<file path="src/rtl/alu_share_arb.sv">
// Shares one combinational 32-bit ALU between two requesters.
// Requests are granted round-robin on ties, with one operation in flight at a time.
module alu_share_arb #(
  parameter int WIDTH  = 32,
  parameter int CTRL_W = 4
) (
  input  logic              clk,
  input  logic              rst,
  input  logic              req0_valid,
  output logic              req0_ready,
  input  logic [CTRL_W-1:0] req0_ctrl,
  input  logic [WIDTH-1:0]  req0_a,
  input  logic [WIDTH-1:0]  req0_b,
  input  logic              req1_valid,
  output logic              req1_ready,
  input  logic [CTRL_W-1:0] req1_ctrl,
  input  logic [WIDTH-1:0]  req1_a,
  input  logic [WIDTH-1:0]  req1_b,
  output logic [WIDTH-1:0]  alu_data1,
  output logic [WIDTH-1:0]  alu_data2,
  output logic [CTRL_W-1:0] alu_ctrl,
  input  logic [WIDTH-1:0]  alu_out,
  output logic              rsp0_valid,
  output logic [WIDTH-1:0]  rsp0_data,
  input  logic              rsp0_ready,
  output logic              rsp1_valid,
  output logic [WIDTH-1:0]  rsp1_data,
  input  logic              rsp1_ready
);

  typedef enum logic [1:0] {
    IDLE = 2'd0,
    EXEC = 2'd1,
    RESP = 2'd2
  } state_t;

  state_t           state;
  logic             last_grant;
  logic             owner;
  logic [WIDTH-1:0] result;
  logic             gnt0;
  logic             gnt1;
  logic             rsp_ack;

  // On a tie the port that did not win last time is granted.
  always_comb begin
    gnt0 = 1'b0;
    gnt1 = 1'b0;
    if (state == IDLE) begin
      if (req0_valid && req1_valid) begin
        gnt0 = last_grant;
        gnt1 = ~last_grant;
      end else begin
        gnt0 = req0_valid;
        gnt1 = req1_valid;
      end
    end else begin
      gnt0 = 1'b0;
      gnt1 = 1'b0;
    end
  end

  assign req0_ready = gnt0;
  assign req1_ready = gnt1;
  assign rsp0_data  = result;
  assign rsp1_data  = result;
  assign rsp_ack    = owner ? rsp1_ready : rsp0_ready;

  always_ff @(posedge clk or posedge rst) begin
    if (rst) begin
      state      <= IDLE;
      last_grant <= 1'b1;
      owner      <= 1'b0;
      alu_data1  <= '0;
      alu_data2  <= '0;
      alu_ctrl   <= '0;
      result     <= '0;
      rsp0_valid <= 1'b0;
      rsp1_valid <= 1'b0;
    end else begin
      case (state)
        IDLE: begin
          if (gnt0 || gnt1) begin
            alu_data1  <= gnt1 ? req1_a : req0_a;
            alu_data2  <= gnt1 ? req1_b : req0_b;
            alu_ctrl   <= gnt1 ? req1_ctrl : req0_ctrl;
            owner      <= gnt1;
            last_grant <= gnt1;
            state      <= EXEC;
          end
        end
        EXEC: begin
          result     <= alu_out;
          rsp0_valid <= ~owner;
          rsp1_valid <= owner;
          state      <= RESP;
        end
        RESP: begin
          // Only the owner's ready releases the response.
          if (rsp_ack) begin
            rsp0_valid <= 1'b0;
            rsp1_valid <= 1'b0;
            state      <= IDLE;
          end
        end
        default: begin
          rsp0_valid <= 1'b0;
          rsp1_valid <= 1'b0;
          state      <= IDLE;
        end
      endcase
    end
  end

endmodule

</file>
<file path="config.mk">
export PLATFORM = sky130hd
export DESIGN_NAME = alu_share_arb
export DESIGN_NICKNAME = d
export VERILOG_FILES = /design/src/rtl/alu_share_arb.sv
export SDC_FILE = /design/constraint.sdc
export NUM_CORES = 1
export LEC_CHECK = 0
export ABC_AREA = 1
export ABC_CLOCK_PERIOD_IN_PS = 3500
export BUFFER_PORTS_ARGS = -buffer_cell sky130_fd_sc_hd__buf_2
export CORE_MARGIN = 3
export CORE_UTILIZATION = 41
export DETAILED_ROUTE_END_ITERATION = 8
export PLACE_DENSITY_LB_ADDON = 0.12
export SKIP_LAST_GASP = 1
export SLEW_MARGIN = 20
export SYNTH_ARGS = -nofsm -noshare
export SYNTH_HDL_FRONTEND = slang
export SYNTH_SLANG_ARGS = --single-unit
export TNS_END_PERCENT = 50
</file>
<file path="constraint.sdc">
create_clock -name clk -period 3.5 [get_ports clk]
set_clock_uncertainty 0.1 [all_clocks]
set_input_delay 0.525 -clock clk [delete_from_list [all_inputs] [get_ports clk]]
set_output_delay 0.525 -clock clk [all_outputs]
set_load 0.01 [all_outputs]
</file>
==> summary.md, run 1 <==
| Metric | Value |
|---|---|
| Status | completed |
| Routed via count | 5702 |
| Synthesized area | 5660 um^2 |
| Largest net degree at the start of global routing | 72 |
| Type of the setup path with the least slack | reg -> out |
| Largest stage delay on the critical path | 0.48 ns |
| Initial standard-cell utilization of the core | 42.4% |
| 1st-pass router iterations | 4 |
| Worst slew pin tran | 0.741 ns |
| Clock-pin slew of the registers on the worst-case setup and hold paths | 0.07 ns |
| Clock tree from TritonCTS | built |
| Instance area after placement | 7080 um^2 |
| Max VDD drop | 0.394 mV |
| Post-synthesis async set-or-reset flop share | 100% |
| Global route total overflow | 0 |
| Number of global-route vias before repair | 5135 |
| Cell accounting for the most synthesized area | sky130_fd_sc_hd__dfrtp_1 |
| Highest achievable clock rate | 441 MHz |
| Post-synth top cells | sky130_fd_sc_hd__nand2_1, sky130_fd_sc_hd__inv_1, sky130_fd_sc_hd__dfrtp_1 |
| Number of hold-repair buffers added at the cts stage | 0 |
| Cell area power density | 869 nW/um^2 |
| Post-route cell area | 7360 um^2 |
| Required time at the endpoint of the critical path | 2.87 ns |
| Post-synthesis instance total | 788 |
| PortBufs | 309 |
| Critical path endpoint category | primary output |
| Initial DRC count | 315 |
| Postcts setup bufs | 0 |
| Final worst path period share | 64.8% |
| Register bit total from synthesis | 106 |
| I/O pin count | 310 |
| Ordered cell list for the critical path | nor2_4 > nand2_1 > a21oi_1 > buf_2 |
| Floorplan core area | 13300 um^2 |
| Maximum fanout encountered on the critical timing path | 23 |
| Clk_lat worst skew | 0.34 ns |
| Number of H-tree levels | 3 |
| Count of endpoints failing hold in the final timing report | 0 |
| MaxCap Viol Count | 0 |
| Vert. Die Dim | 124 um |
| Length in cells of the worst reg-to-reg path | 6 |
| Final sum of negative setup slack | 0 ns |
| Leak | 4.72 nW |
| Die width | 124 um |
| Number of enable-type register cells in the synthesized netlist | 0 |
| Post-Syn Nets | 962 |
| CTS Buf Count | 9 |
| Count of final max-slew check failures | 0 |
| Launching element type of the critical path | flip-flop |
| Clock tree root driver cell | sky130_fd_sc_hd__clkbuf_16 |
| Drt wl/cell | 14.3 um |
| Final Net Count | 1212 |
| Number of sinks driven by the clock tree | 106 |
| Total global-route track usage | 21.9% |
| Post-detailed-placement half-perimeter wirelength | 12200 um |
| Post-CTS resize count | 0 |
| Number of vias per cell after detailed routing | 4.68 |
| Worst Hold Class | in -> async |
| Setup violation total in the final timing report | 0 |
| Unrepaired setup endpoints after global routing | no |
| Proportion of netlist area held by the largest area contributor | 46.4% |
| Worst endpoint data arrival time | 1.64 ns |
| Antenna Nets Post-Route | 0 |
| Average footprint of a synthesized cell | 7.18 um^2 |
| Most frequent cell after synthesis | sky130_fd_sc_hd__nand2_1 |
| Std-Cell Rows | 42 |
| Portion of the post-synthesis area used by sequential elements | 46.9% |
| Filler cell count in the final layout | 1368 |
| Worst-case headroom to the max-slew limit | 50.6% |
| Die Outline Area | 15300 um^2 |
| Cell with the largest stage delay on the worst path | sky130_fd_sc_hd__nor2_4 |
| First-pass GRT wire length | 26000 um |
| Sequential cell area in the final layout | 2650 um^2 |
| Clock Path Buffers | 2 |
| Initial antenna violation count | 1 |
| Synth cell types | 18 |
| Final weighted congestion of routability-driven global placement | 0.798 |
| Count of warnings emitted by yosys | 0 |
| Leading cell types by total area after synthesis | sky130_fd_sc_hd__dfrtp_1, sky130_fd_sc_hd__nand2_1, sky130_fd_sc_hd__inv_1 |
| Area grow syn2layout | 30.1% |
| Flip-flop cell with the highest count after synthesis | sky130_fd_sc_hd__dfrtp_1 |
| Total wire length | 17400 um |
| Minimum period implied by the final worst setup slack | 2.27 ns |
| Layout cell share with drive strength beyond 1 | 32.7% |
| Remaining design rule violation count | 0 |
| Area taken by multi-input logic gates | 2000 um^2 |
==> sequential cells by signal, indices dropped and copies added (netlist names) <==
signal      count
rsp0_valid      1
rsp0_data      32
alu_data2      32
owner           1
rsp1_valid      1
last_grant      1
alu_data1      32
state           2
alu_ctrl        4
==> per-layer routing <==
layer,part of all wire (%),up-vias,track usage [%]
met5,0,-,0
met4,2.0,0,7.40
met3,7.2,22,4.76
met2,49,209,37.4
met1,41,2601,27.3
li1,-,2870,-
==> final cells by class <==
class	instances	area share (%)
Antenna cell	1	0.0340
Clock buffer	12	3.35
Clock inverter	3	0.544
Inverter	144	7.37
Multi-Input combinational cell	457	27.2
Sequential cell	106	36.0
Tap cell	176	2.99
Timing Repair Buffer	320	22.5
==> placed cells by master, fill, tap and decap left out <==
cell type / instances
sky130_fd_sc_hd__a21oi_1: 1
sky130_fd_sc_hd__o21ai_1: 1
sky130_fd_sc_hd__bufinv_16: 1
sky130_fd_sc_hd__nor2_1: 1
sky130_fd_sc_hd__nor2_4: 1
sky130_fd_sc_hd__clkinv_2: 2
sky130_fd_sc_hd__clkbuf_8: 1
sky130_fd_sc_hd__o21ai_0: 1
sky130_fd_sc_hd__o21ai_4: 1
sky130_fd_sc_hd__nand2_2: 1
sky130_fd_sc_hd__diode_2: 1
sky130_fd_sc_hd__inv_4: 1
sky130_fd_sc_hd__dfstp_2: 1
sky130_fd_sc_hd__buf_12: 2
sky130_fd_sc_hd__clkbuf_16: 9
sky130_fd_sc_hd__inv_1: 141
sky130_fd_sc_hd__nand3_1: 69
sky130_fd_sc_hd__dfrtp_1: 105
sky130_fd_sc_hd__nand2_1: 312
sky130_fd_sc_hd__clkbuf_1: 2
sky130_fd_sc_hd__nand4_1: 68
sky130_fd_sc_hd__nand3_2: 1
sky130_fd_sc_hd__buf_2: 309
sky130_fd_sc_hd__buf_4: 9
sky130_fd_sc_hd__inv_2: 2
==> worst paths after layout <==
check                                  startpoint                        end  slack (ns)
max                          state[0]$_DFFE_PP0P_                 req0_ready        1.23
min                                           rst  alu_data1[20]$_DFFE_PP0P_        0.21
max reg2reg                  state[0]$_DFFE_PP0P_   alu_data1[7]$_DFFE_PP0P_        1.58
min reg2reg                rsp1_valid$_DFFE_PP0P_     rsp1_valid$_DFFE_PP0P_        0.37
max in group asynchronous                     rst     last_grant$_DFFE_PP1P_        2.32
min in group clk                      alu_out[21]  rsp0_data[21]$_DFFE_PP0N_        0.28
==> stage by stage <==
step | setup WS [ns] | hold slack [ns] | cells | power [mW] | util [%]
3_3_place_gp | 1.34 | 0.359 | 1203 | 5.44 | 53.0
4_1_cts | 1.22 | 0.235 | 1218 | 6.49 | 55.2
3_5_place_dp | 1.33 | 0.359 | 1203 | 5.47 | 53.0
2_1_floorplan | 0.0878 | 0.371 | 788 | 4.36 | -
6_report | 1.23 | 0.214 | 1219 | 6.40 | 55.2
5_1_grt | 1.14 | 0.264 | 1219 | 6.97 | 55.2
==> critical path: cells and delay by family, from the launching register on <==
family / cells / cell delay (ns)
AOI/OAI and AO/OA: 1 / 0.16
and+or+nand+nor: 2 / 0.57
buffers and inverters: 1 / 0.15
DFF: 1 / 0.41
==> kinds of logic (layout without fill, tap and decap cells) <==
| family | Yosys count | count (layout) | synth area share (%) |
|---|---|---|---|
| buf+inv | 225 | 479 | 17.7 |
| other cells | 0 | 1 | 0 |
| flops | 106 | 106 | 46.9 |
| compound gates | 4 | 4 | 0.552 |
| simple gates | 453 | 453 | 34.8 |
==> power by group <==
group,switching (mW),internal [mW]
combinational,2.02,1.16
sequential,0.369,1.85
clock,0.431,0.569
total,2.82,3.58
(Power assumes the default switching activity.)
==> inputs of run 2 (changes only) <==
ABC_CLOCK_PERIOD_IN_PS = 2100   (was 3500)
CORE_AREA = 3 3 120 122   (was unset)
CORE_MARGIN = unset   (was 3)
CORE_UTILIZATION = unset   (was 41)
DIE_AREA = 0 0 123 125   (was unset)
clock period = 2.1 ns   (was 3.5 ns; I/O delays follow)
==> run 2 against run 1 <==
Die area up 0.81%. Non-clock buffer count up 7. Critical path depth unchanged. Clock power up 81%. Cell area up 1.5%. Register-to-register slack worse by 1.2 ns. Hold slack worse by 0.15 ns. Sequential power up 68%. Sequential cell count unchanged. Critical endpoint is now req1_ready. Largest cell class unchanged.
==> summary.md, run 2 (same netlist as run 1, synthesis figures left out) <==
| Metric | Value |
|---|---|
| Filler cell count in the final layout | 1296 (was 1368) |
| Largest delay share family, worst path | simple AND/OR/NAND/NOR gates (unchanged) |
| Max VDD drop | 0.959 mV (was 0.394 mV) |
| Cell area power density | 1460 nW/um^2 (was 869 nW/um^2) |
| Count of endpoints failing hold in the final timing report | 0 (unchanged) |
| Cell count along the critical path | 4 (unchanged) |
| Clock network power share | 16.6% (was 15.6%) |
| Total wire length | 17500 um (was 17400 um) |
| Sequential group share of total power | 34.2% (was 34.7%) |
| Initial standard-cell utilization of the core | 42.6% (was 42.4%) |
| Global route total overflow | 0 (unchanged) |
| Internal power | 6.12 mW (was 3.58 mW) |
| Most common cell after layout, fill and taps aside | sky130_fd_sc_hd__nand2_1 (unchanged) |
| Clk_lat worst skew | 0.34 ns (about the same) |
| Minimum period implied by the final worst setup slack | 1.91 ns |
| I/O pin count | 310 (unchanged) |
| Setup violation total in the final timing report | 0 (unchanged) |
| Routed via count | 5775 (was 5702) |
| Clock-pin slew of the registers on the worst-case setup and hold paths | 0.07 ns (about the same) |
| Critical path buffer and inverter count | 2 (was 1) |
| Clock tree from TritonCTS | built (unchanged) |
| Net switching power | 4.78 mW (was 2.82 mW) |
| Launching element of the worst setup path | state[0]$_DFFE_PP0P_ (unchanged) |
| Final sum of negative setup slack | 0 ns (unchanged) |
| Initial antenna violation count | 0 (was 1) |
| Required time at the endpoint of the critical path | 1.68 ns (was 2.87 ns) |
| Initial DRC count | 308 (was 315) |
| Remaining design rule violation count | 0 (unchanged) |
| Post-detailed-placement half-perimeter wirelength | 12700 um (was 12200 um) |
| Std-Cell Rows | 42 (unchanged) |
| Combinational power share | 49.2% (was 49.7%) |
| Crit Reg-Reg Startpoint | state[0]$_DFFE_PP0P_ (unchanged) |
| Count of final max-slew check failures | 0 (unchanged) |
| Worst setup endpoint | req1_ready (was req0_ready) |
| Length in cells of the worst reg-to-reg path | 6 (unchanged) |
| Worst endpoint data arrival time | 1.50 ns (was 1.64 ns) |
| Die width | 123 um (was 124 um) |
| Number of global-route vias before repair | 5398 (was 5135) |
| Worst-case headroom to the max-slew limit | 60.8% (was 50.6%) |
| Highest achievable clock rate | 523 MHz |
| Die Outline Area | 15400 um^2 (was 15300 um^2) |
| First-pass GRT wire length | 26900 um (was 26000 um) |
| Status | completed (unchanged) |
| PortBufs | 309 (unchanged) |
| Cell with the largest stage delay on the worst path | sky130_fd_sc_hd__dfrtp_1 (was sky130_fd_sc_hd__nor2_4) |
| Vert. Die Dim | 125 um (was 124 um) |
| Unrepaired setup endpoints after global routing | no (unchanged) |
| Final antenna diode count | 0 (was 1) |
| Postcts setup bufs | 0 (unchanged) |
| Area taken by multi-input logic gates | 2000 um^2 (unchanged) |
| Clock tree root driver cell | sky130_fd_sc_hd__clkbuf_16 (unchanged) |
| Antenna Nets Post-Route | 0 (unchanged) |
| Top library cells by usage in the layout, fill and taps aside | sky130_fd_sc_hd__nand2_1, sky130_fd_sc_hd__buf_2, sky130_fd_sc_hd__inv_1 (unchanged) |
| Number of vias per cell after detailed routing | 4.71 (was 4.68) |
| Floorplan core area | 13300 um^2 (about the same) |
| Total global-route track usage | 21.9% (about the same) |
| Ordered cell list for the critical path | nor2_4 > nand3_2 > inv_1 > buf_2 (was nor2_4 > nand2_1 > a21oi_1 > buf_2) |
| Worst Hold Class | in -> reg (was in -> async) |
| Worst slew pin tran | 0.587 ns (was 0.741 ns) |
| Type of the setup path with the least slack | reg -> out (unchanged) |
| Switching Fraction | 43.8% (was 44.1%) |
| Critical path endpoint category | primary output (unchanged) |
| Final setup slack of the worst path | 0.188 ns (was 1.23 ns) |
| Clock Path Buffers | 2 (unchanged) |
| Post-CTS resize count | 0 (unchanged) |
| Final weighted congestion of routability-driven global placement | 0.804 (was 0.798) |
| Drt wl/cell | 14.3 um (about the same) |
| 1st-pass router iterations | 4 (unchanged) |
| Maximum fanout encountered on the critical timing path | 14 (was 23) |
| MaxCap Viol Count | 0 (unchanged) |
| Final Net Count | 1219 (was 1212) |
| Worst flop-to-flop path endpoint | alu_data1[30]$_DFFE_PP0P_ (was alu_data1[7]$_DFFE_PP0P_) |
| Largest stage delay on the critical path | 0.42 ns (was 0.48 ns) |
| Area grow syn2layout | 32.1% (was 30.1%) |
| Final worst path period share | 91.1% |
| Sequential cell area in the final layout | 2650 um^2 (unchanged) |
| Number of H-tree levels | 3 (unchanged) |
| CTS Buf Count | 9 (unchanged) |
| Leak | 4.77 nW (was 4.72 nW) |
| Number of sinks driven by the clock tree | 106 (unchanged) |
| Register-to-register setup slack | 0.42 ns (was 1.58 ns) |
| Worst-case setup slack after placement | 0.413 ns (was 1.33 ns) |
| Largest net degree at the start of global routing | 69 (was 72) |
| Launching element type of the critical path | flip-flop (unchanged) |
| Layout cell share with drive strength beyond 1 | 33.2% (was 32.7%) |
| Fraction of the core area covered by cells at the end of the flow | 56.2% (was 55.2%) |
[run 2: worst min-delay path by stage]
| stage | startpoint | to | slack [ns] | cells after the start |
|---|---|---|---|---|
| after floorplan | alu_out[0] | rsp0_data[0]$_DFFE_PP0N_ | 0.32 | 2 |
| after global placement | rst | state[1]$_DFFE_PP0P_ | 0.32 | 2 |
| after detailed placement | rst | state[0]$_DFFE_PP0P_ | 0.32 | 2 |
| after CTS | alu_out[9] | rsp0_data[9]$_DFFE_PP0N_ | 0.05 | 3 |
| after global routing | alu_out[9] | rsp0_data[9]$_DFFE_PP0N_ | 0.06 | 3 |
| final | alu_out[7] | rsp0_data[7]$_DFFE_PP0N_ | 0.06 | 3 |
[run 2: what timing repair did]
action | CTS | global route
endpoints found under the setup margin | 0 | 0
endpoints found under the hold margin | 20 | 0
hold buffers | 1 | 0
[run 2: worst min-delay path, stage by stage]
cell                      delay, ns
sky130_fd_sc_hd__buf_2         0.07
sky130_fd_sc_hd__nand2_1       0.04
sky130_fd_sc_hd__nand2_1       0.04
[run 2: metal layers]
metal | up-vias | wire (um) | global-route usage (%)
met5 | - | 0 | 0
met2 | 255 | 8510 | 36.3
met4 | 0 | 512 | 9.06
li1 | 2889 | - | -
met3 | 34 | 1440 | 4.47
met1 | 2597 | 7020 | 27.6
[run 2: final cells by class]
type | instances | share of cell area (%)
Sequential cell | 106 | 35.5
Tap cell | 176 | 2.95
Clock inverter | 6 | 1.21
Timing Repair Buffer | 327 | 23.2
Multi-Input combinational cell | 457 | 26.8
Clock buffer | 10 | 3.06
Inverter | 144 | 7.28
[run 2: metrics by stage]
step	hold WS [ns]	power, mW	instances	cell area (um^2)
floorplan	0.325	7.26	788	5660
global placement	0.319	9.13	1209	7150
detailed placement	0.323	9.19	1209	7150
CTS	0.0465	11.0	1226	7480
global route	0.0561	11.8	1226	7480
finish	0.0592	10.9	1226	7480
[run 2: power by group through the flow]
| stage | clock [mW] | sequential (mW) | combinational (mW) |
|---|---|---|---|
| after floorplan | 0 | 4.14 | 3.12 |
| after global placement | 0 | 3.74 | 5.40 |
| after detailed placement | 0 | 3.73 | 5.47 |
| after CTS | 1.86 | 3.72 | 5.46 |
| after global routing | 1.94 | 3.85 | 6.02 |
| final | 1.81 | 3.73 | 5.37 |
==> inputs of run 3 (changes only) <==
ABC_AREA = unset   (was 1)
ABC_CLOCK_PERIOD_IN_PS = 1680   (was 2100)
CORE_AREA = unset   (was 3 3 120 122)
CORE_MARGIN = 3   (was unset)
CORE_UTILIZATION = 40   (was unset)
DIE_AREA = unset   (was 0 0 123 125)
PLACE_DENSITY = 0.86   (was unset)
PLACE_DENSITY_LB_ADDON = unset   (was 0.12)
clock period = 1.68 ns   (was 2.1 ns; I/O delays follow)
==> run 3 against run 2 <==
Register-to-register slack got worse by 0.39 ns. Clock power increased by 15%. Largest cell class unchanged. Largest power group unchanged. Sequential cell count unchanged. Critical endpoint unchanged. Sequential share of layout area increased by 0.99 points. Core utilization increased by 0.29 points. Sequential power increased by 24%. Non-clock buffer count increased by 7.
==> summary.md, run 3 <==
| Metric | Value |
|---|---|
| Proportion of synthesized area in mux cells | 7.08% (was 0%) |
| Launching element type of the critical path | flip-flop (unchanged) |
| Initial antenna violation count | 3 (was 0) |
| Highest achievable clock rate | 598 MHz |
| Number of sinks driven by the clock tree | 106 (unchanged) |
| Most common cell after layout, fill and taps aside | sky130_fd_sc_hd__buf_2 (was sky130_fd_sc_hd__nand2_1) |
| First-pass GRT wire length | 26200 um (was 26900 um) |
| MaxCap Viol Count | 0 (unchanged) |
| Floorplan core area | 12900 um^2 (was 13300 um^2) |
| Area grow syn2layout | 35.4% (was 32.1%) |
| Simple-gate portion of the synthesized area | 1.07% (was 34.8%) |
| Worst flop-to-flop path endpoint | alu_data2[14]$_DFFE_PP0P_ (was alu_data1[30]$_DFFE_PP0P_) |
| Flip-flop cell with the highest count after synthesis | sky130_fd_sc_hd__dfrtp_1 (unchanged) |
| Die width | 122 um (was 123 um) |
| Post-Syn Nets | 696 (was 962) |
| Minimum period implied by the final worst setup slack | 1.67 ns |
| PortBufs | 309 (unchanged) |
| Clock-pin slew of the registers on the worst-case setup and hold paths | 0.08 ns (was 0.07 ns) |
| Placed instance count | 933 (was 1209) |
| Initial standard-cell utilization of the core | 41.7% (was 42.6%) |
| Critical path endpoint category | primary output (unchanged) |
| Fraction of the core area covered by cells at the end of the flow | 56.5% (was 56.2%) |
| Worst hold slack | 0.0268 ns (was 0.0592 ns) |
| Count of final max-slew check failures | 0 (unchanged) |
| Filler cell count in the final layout | 1102 (was 1296) |
| Unrepaired setup endpoints after global routing | yes (was no) |
| Worst slew pin tran | 0.530 ns (was 0.587 ns) |
| Area taken by multi-input logic gates | 1950 um^2 (was 2000 um^2) |
| Length in cells of the worst reg-to-reg path | 5 (was 6) |
| Setup violation total in the final timing report | 0 (unchanged) |
| Top library cells by usage in the layout, fill and taps aside | sky130_fd_sc_hd__buf_2, sky130_fd_sc_hd__dfrtp_1, sky130_fd_sc_hd__inv_1 (was sky130_fd_sc_hd__nand2_1, sky130_fd_sc_hd__buf_2, sky130_fd_sc_hd__inv_1) |
| Post-synthesis share of cell area spent on full adders, half adders and majority gates | 0% (unchanged) |
| Vert. Die Dim | 122 um (was 125 um) |
| Number of global-route vias before repair | 4974 (was 5398) |
| Post-detailed-placement half-perimeter wirelength | 12900 um (was 12700 um) |
| Register bit total from synthesis | 106 (unchanged) |
| Final sum of negative setup slack | 0 ns (unchanged) |
| Clk_lat worst skew | 0.35 ns (was 0.34 ns) |
| Beginning of the worst hold path | alu_out[21] (was alu_out[7]) |
| Cell area power density | 1860 nW/um^2 (was 1460 nW/um^2) |
| Synth cell types | 27 (was 18) |
| Routed via count | 5284 (was 5775) |
| Proportion of netlist area held by the largest area contributor | 48.9% (was 46.4%) |
| Most frequent cell after synthesis | sky130_fd_sc_hd__dfrtp_1 (was sky130_fd_sc_hd__nand2_1) |
| Status | completed (unchanged) |
| Total global-route track usage | 22.6% (was 21.9%) |
| Type of the setup path with the least slack | reg -> out (unchanged) |
| Worst Hold Class | in -> reg (unchanged) |
| Instance area after placement | 6910 um^2 (was 7150 um^2) |
| Largest stage delay on the critical path | 0.43 ns (was 0.42 ns) |
| I/O pin count | 310 (unchanged) |
| Leak | 3.62 nW (was 4.77 nW) |
| Antenna Nets Post-Route | 0 (unchanged) |
| Layout cell share with drive strength beyond 1 | 49.9% (was 33.2%) |
| Cell accounting for the most synthesized area | sky130_fd_sc_hd__dfrtp_1 (unchanged) |
| CTS Buf Count | 9 (unchanged) |
| Max VDD drop | 0.886 mV (was 0.959 mV) |
| Count of warnings emitted by yosys | 0 (unchanged) |
| Portion of the post-synthesis area used by sequential elements | 49.4% (was 46.9%) |
| Post-synthesis async set-or-reset flop share | 100% (unchanged) |
| Total wire length | 17600 um (was 17500 um) |
| Number of vias per cell after detailed routing | 5.53 (was 4.71) |
| 1st-pass router iterations | 4 (unchanged) |
| Number of enable-type register cells in the synthesized netlist | 0 (unchanged) |
| Post-synthesis instance total | 522 (was 788) |
| Worst-case headroom to the max-slew limit | 64.6% (was 60.8%) |
| Std-Cell Rows | 41 (was 42) |
| Clock Path Buffers | 2 (unchanged) |
| Number of cells traversed by the worst hold path | 2 (was 3) |
| Maximum fanout encountered on the critical timing path | 4 (was 14) |
| Clock tree root driver cell | sky130_fd_sc_hd__clkbuf_16 (unchanged) |
| Crit Reg-Reg Startpoint | state[1]$_DFFE_PP0P_ (was state[0]$_DFFE_PP0P_) |
| Largest net degree at the start of global routing | 45 (was 69) |
| Required time at the endpoint of the critical path | 1.33 ns (was 1.68 ns) |
| Final worst path period share | 99.6% |
| Die Outline Area | 14900 um^2 (was 15400 um^2) |
| Ordered cell list for the critical path | nor2_4 > buf_4 > nand3_4 > inv_1 > buf_6 (was nor2_4 > nand3_2 > inv_1 > buf_2) |
| Worst endpoint data arrival time | 1.32 ns (was 1.50 ns) |
| Count of endpoints failing hold in the final timing report | 0 (unchanged) |
| Register-to-register setup slack | 0.03 ns (was 0.42 ns) |
| Drt wl/cell | 18.4 um (was 14.3 um) |
| Remaining design rule violation count | 0 (unchanged) |
| Post-route cell area | 7280 um^2 (was 7480 um^2) |
| Number of H-tree levels | 3 (unchanged) |
| Post-synth top cells | sky130_fd_sc_hd__dfrtp_1, sky130_fd_sc_hd__inv_1, sky130_fd_sc_hd__o2111ai_1, sky130_fd_sc_hd__o211ai_1, sky130_fd_sc_hd__o21ai_0 (was sky130_fd_sc_hd__nand2_1, sky130_fd_sc_hd__inv_1, sky130_fd_sc_hd__dfrtp_1) |
| Cell with the largest stage delay on the worst path | sky130_fd_sc_hd__dfrtp_1 (unchanged) |
| Sequential cell area in the final layout | 2660 um^2 (was 2650 um^2) |
| Final weighted congestion of routability-driven global placement | 0.781 (was 0.804) |
| Synthesized area | 5380 um^2 (was 5660 um^2) |
| Leading cell types by total area after synthesis | sky130_fd_sc_hd__dfrtp_1, sky130_fd_sc_hd__o2111ai_1, sky130_fd_sc_hd__o211ai_1 (was sky130_fd_sc_hd__dfrtp_1, sky130_fd_sc_hd__nand2_1, sky130_fd_sc_hd__inv_1) |
| Compound-gate portion of the synthesized area | 27.8% (was 0.553%) |
| Parity-gate share of the synthesized area counting xor and xnor cells | 0% (unchanged) |
| Clock tree from TritonCTS | built (unchanged) |
| Global route total overflow | 0 (unchanged) |
| Average footprint of a synthesized cell | 10.3 um^2 (was 7.18 um^2) |
| Final Net Count | 952 (was 1219) |
| Destination of the worst hold path | rsp0_data[21]$_DFFE_PP0N_ (was rsp0_data[7]$_DFFE_PP0N_) |
| Dominant combinational cell family by area after synthesis | compound AO/OA/AOI/OAI gates (was simple AND/OR/NAND/NOR gates) |
| Initial DRC count | 315 (was 308) |
| Count of placed standard cells in the final layout, fillers left out | 956 (was 1226) |
==> run 3: cell count changes after synthesis, moves of 20 or more <==
cell,before,now
sky130_fd_sc_hd__o211ai_1,0,68
sky130_fd_sc_hd__mux2_2,0,32
sky130_fd_sc_hd__inv_1,142,72
sky130_fd_sc_hd__nand2_1,313,2
sky130_fd_sc_hd__clkbuf_1,19,39
sky130_fd_sc_hd__nand3_1,69,0
sky130_fd_sc_hd__o21ai_0,1,60
sky130_fd_sc_hd__o2111ai_1,0,68
sky130_fd_sc_hd__nand4_1,68,0
==> run 3: layer usage <==
metal	track usage [%]	wire (um)	share of wire, %	up-vias
met5	0	21	0.12	-
met1	27.1	6680	38	2514
met4	8.54	502	2.9	4
met2	38.1	8720	50	303
met3	7.01	1670	9.5	45
li1	-	-	-	2418
==> run 3: cell families after synthesis <==
group | Yosys count
AOI/OAI and AO/OA | 211
DFF | 106
buffers and inverters | 162
muxes | 34
and+or+nand+nor | 9
==> run 3: final cells by class <==
type	instances	share of cell area, %
sequential	106	36.5
multi-input combinational	254	26.8
timing repair buffer	334	25.8
inverter	73	3.82
clock buffer	9	3.09
tap	172	2.96
clock inverter	7	0.963
antenna	1	0.0344
==> run 3: timing repair <==
item	4_1_cts	5_1_grt
hold buffers	1	0
pin swaps	1	1
setup endpoints to repair	2	25
setup buffers	4	1
gates resized for setup	2	13
endpoints found under the hold margin	12	0
==> run 3: report_power, final <==
| part | leakage, nW | switching [mW] | internal, mW | total (mW) |
|---|---|---|---|---|
| combinational | 2.19 | 3.82 | 2.99 | 6.81 |
| clock | 0.147 | 1.05 | 1.05 | 2.09 |
| sequential | 1.28 | 0.789 | 3.85 | 4.64 |
==> run 3: worst max-delay path, delay by kind of cell (launching register included) <==
| family | cells | cell delay (ns) |
|---|---|---|
| and+or+nand+nor | 2 | 0.22 |
| DFF | 1 | 0.43 |
| buffers and inverters | 3 | 0.31 |
==> run 3: how the worst max path moves through the flow <==
stage                                           end  slack (ns)                    from
after floorplan                          req0_ready        0.03  last_grant$_DFFE_PP1P_
after global placement    alu_data1[14]$_DFFE_PP0P_        0.19    state[1]$_DFFE_PP0P_
final                                    req1_ready       0.007    state[0]$_DFFE_PP0P_
after detailed placement  alu_data1[14]$_DFFE_PP0P_        0.08    state[1]$_DFFE_PP0P_
after CTS                                req0_ready       -0.03    state[1]$_DFFE_PP0P_
after global routing                     req1_ready       -0.07    state[0]$_DFFE_PP0P_
==> run 3: stage by stage <==
step,setup WS (ns),total power [mW]
detailed placement,0.0773,11.4
floorplan,0.0349,8.95
CTS,-0.0335,13.6
global placement,0.186,11.2
global route,-0.0748,14.4
finish,0.00701,13.5
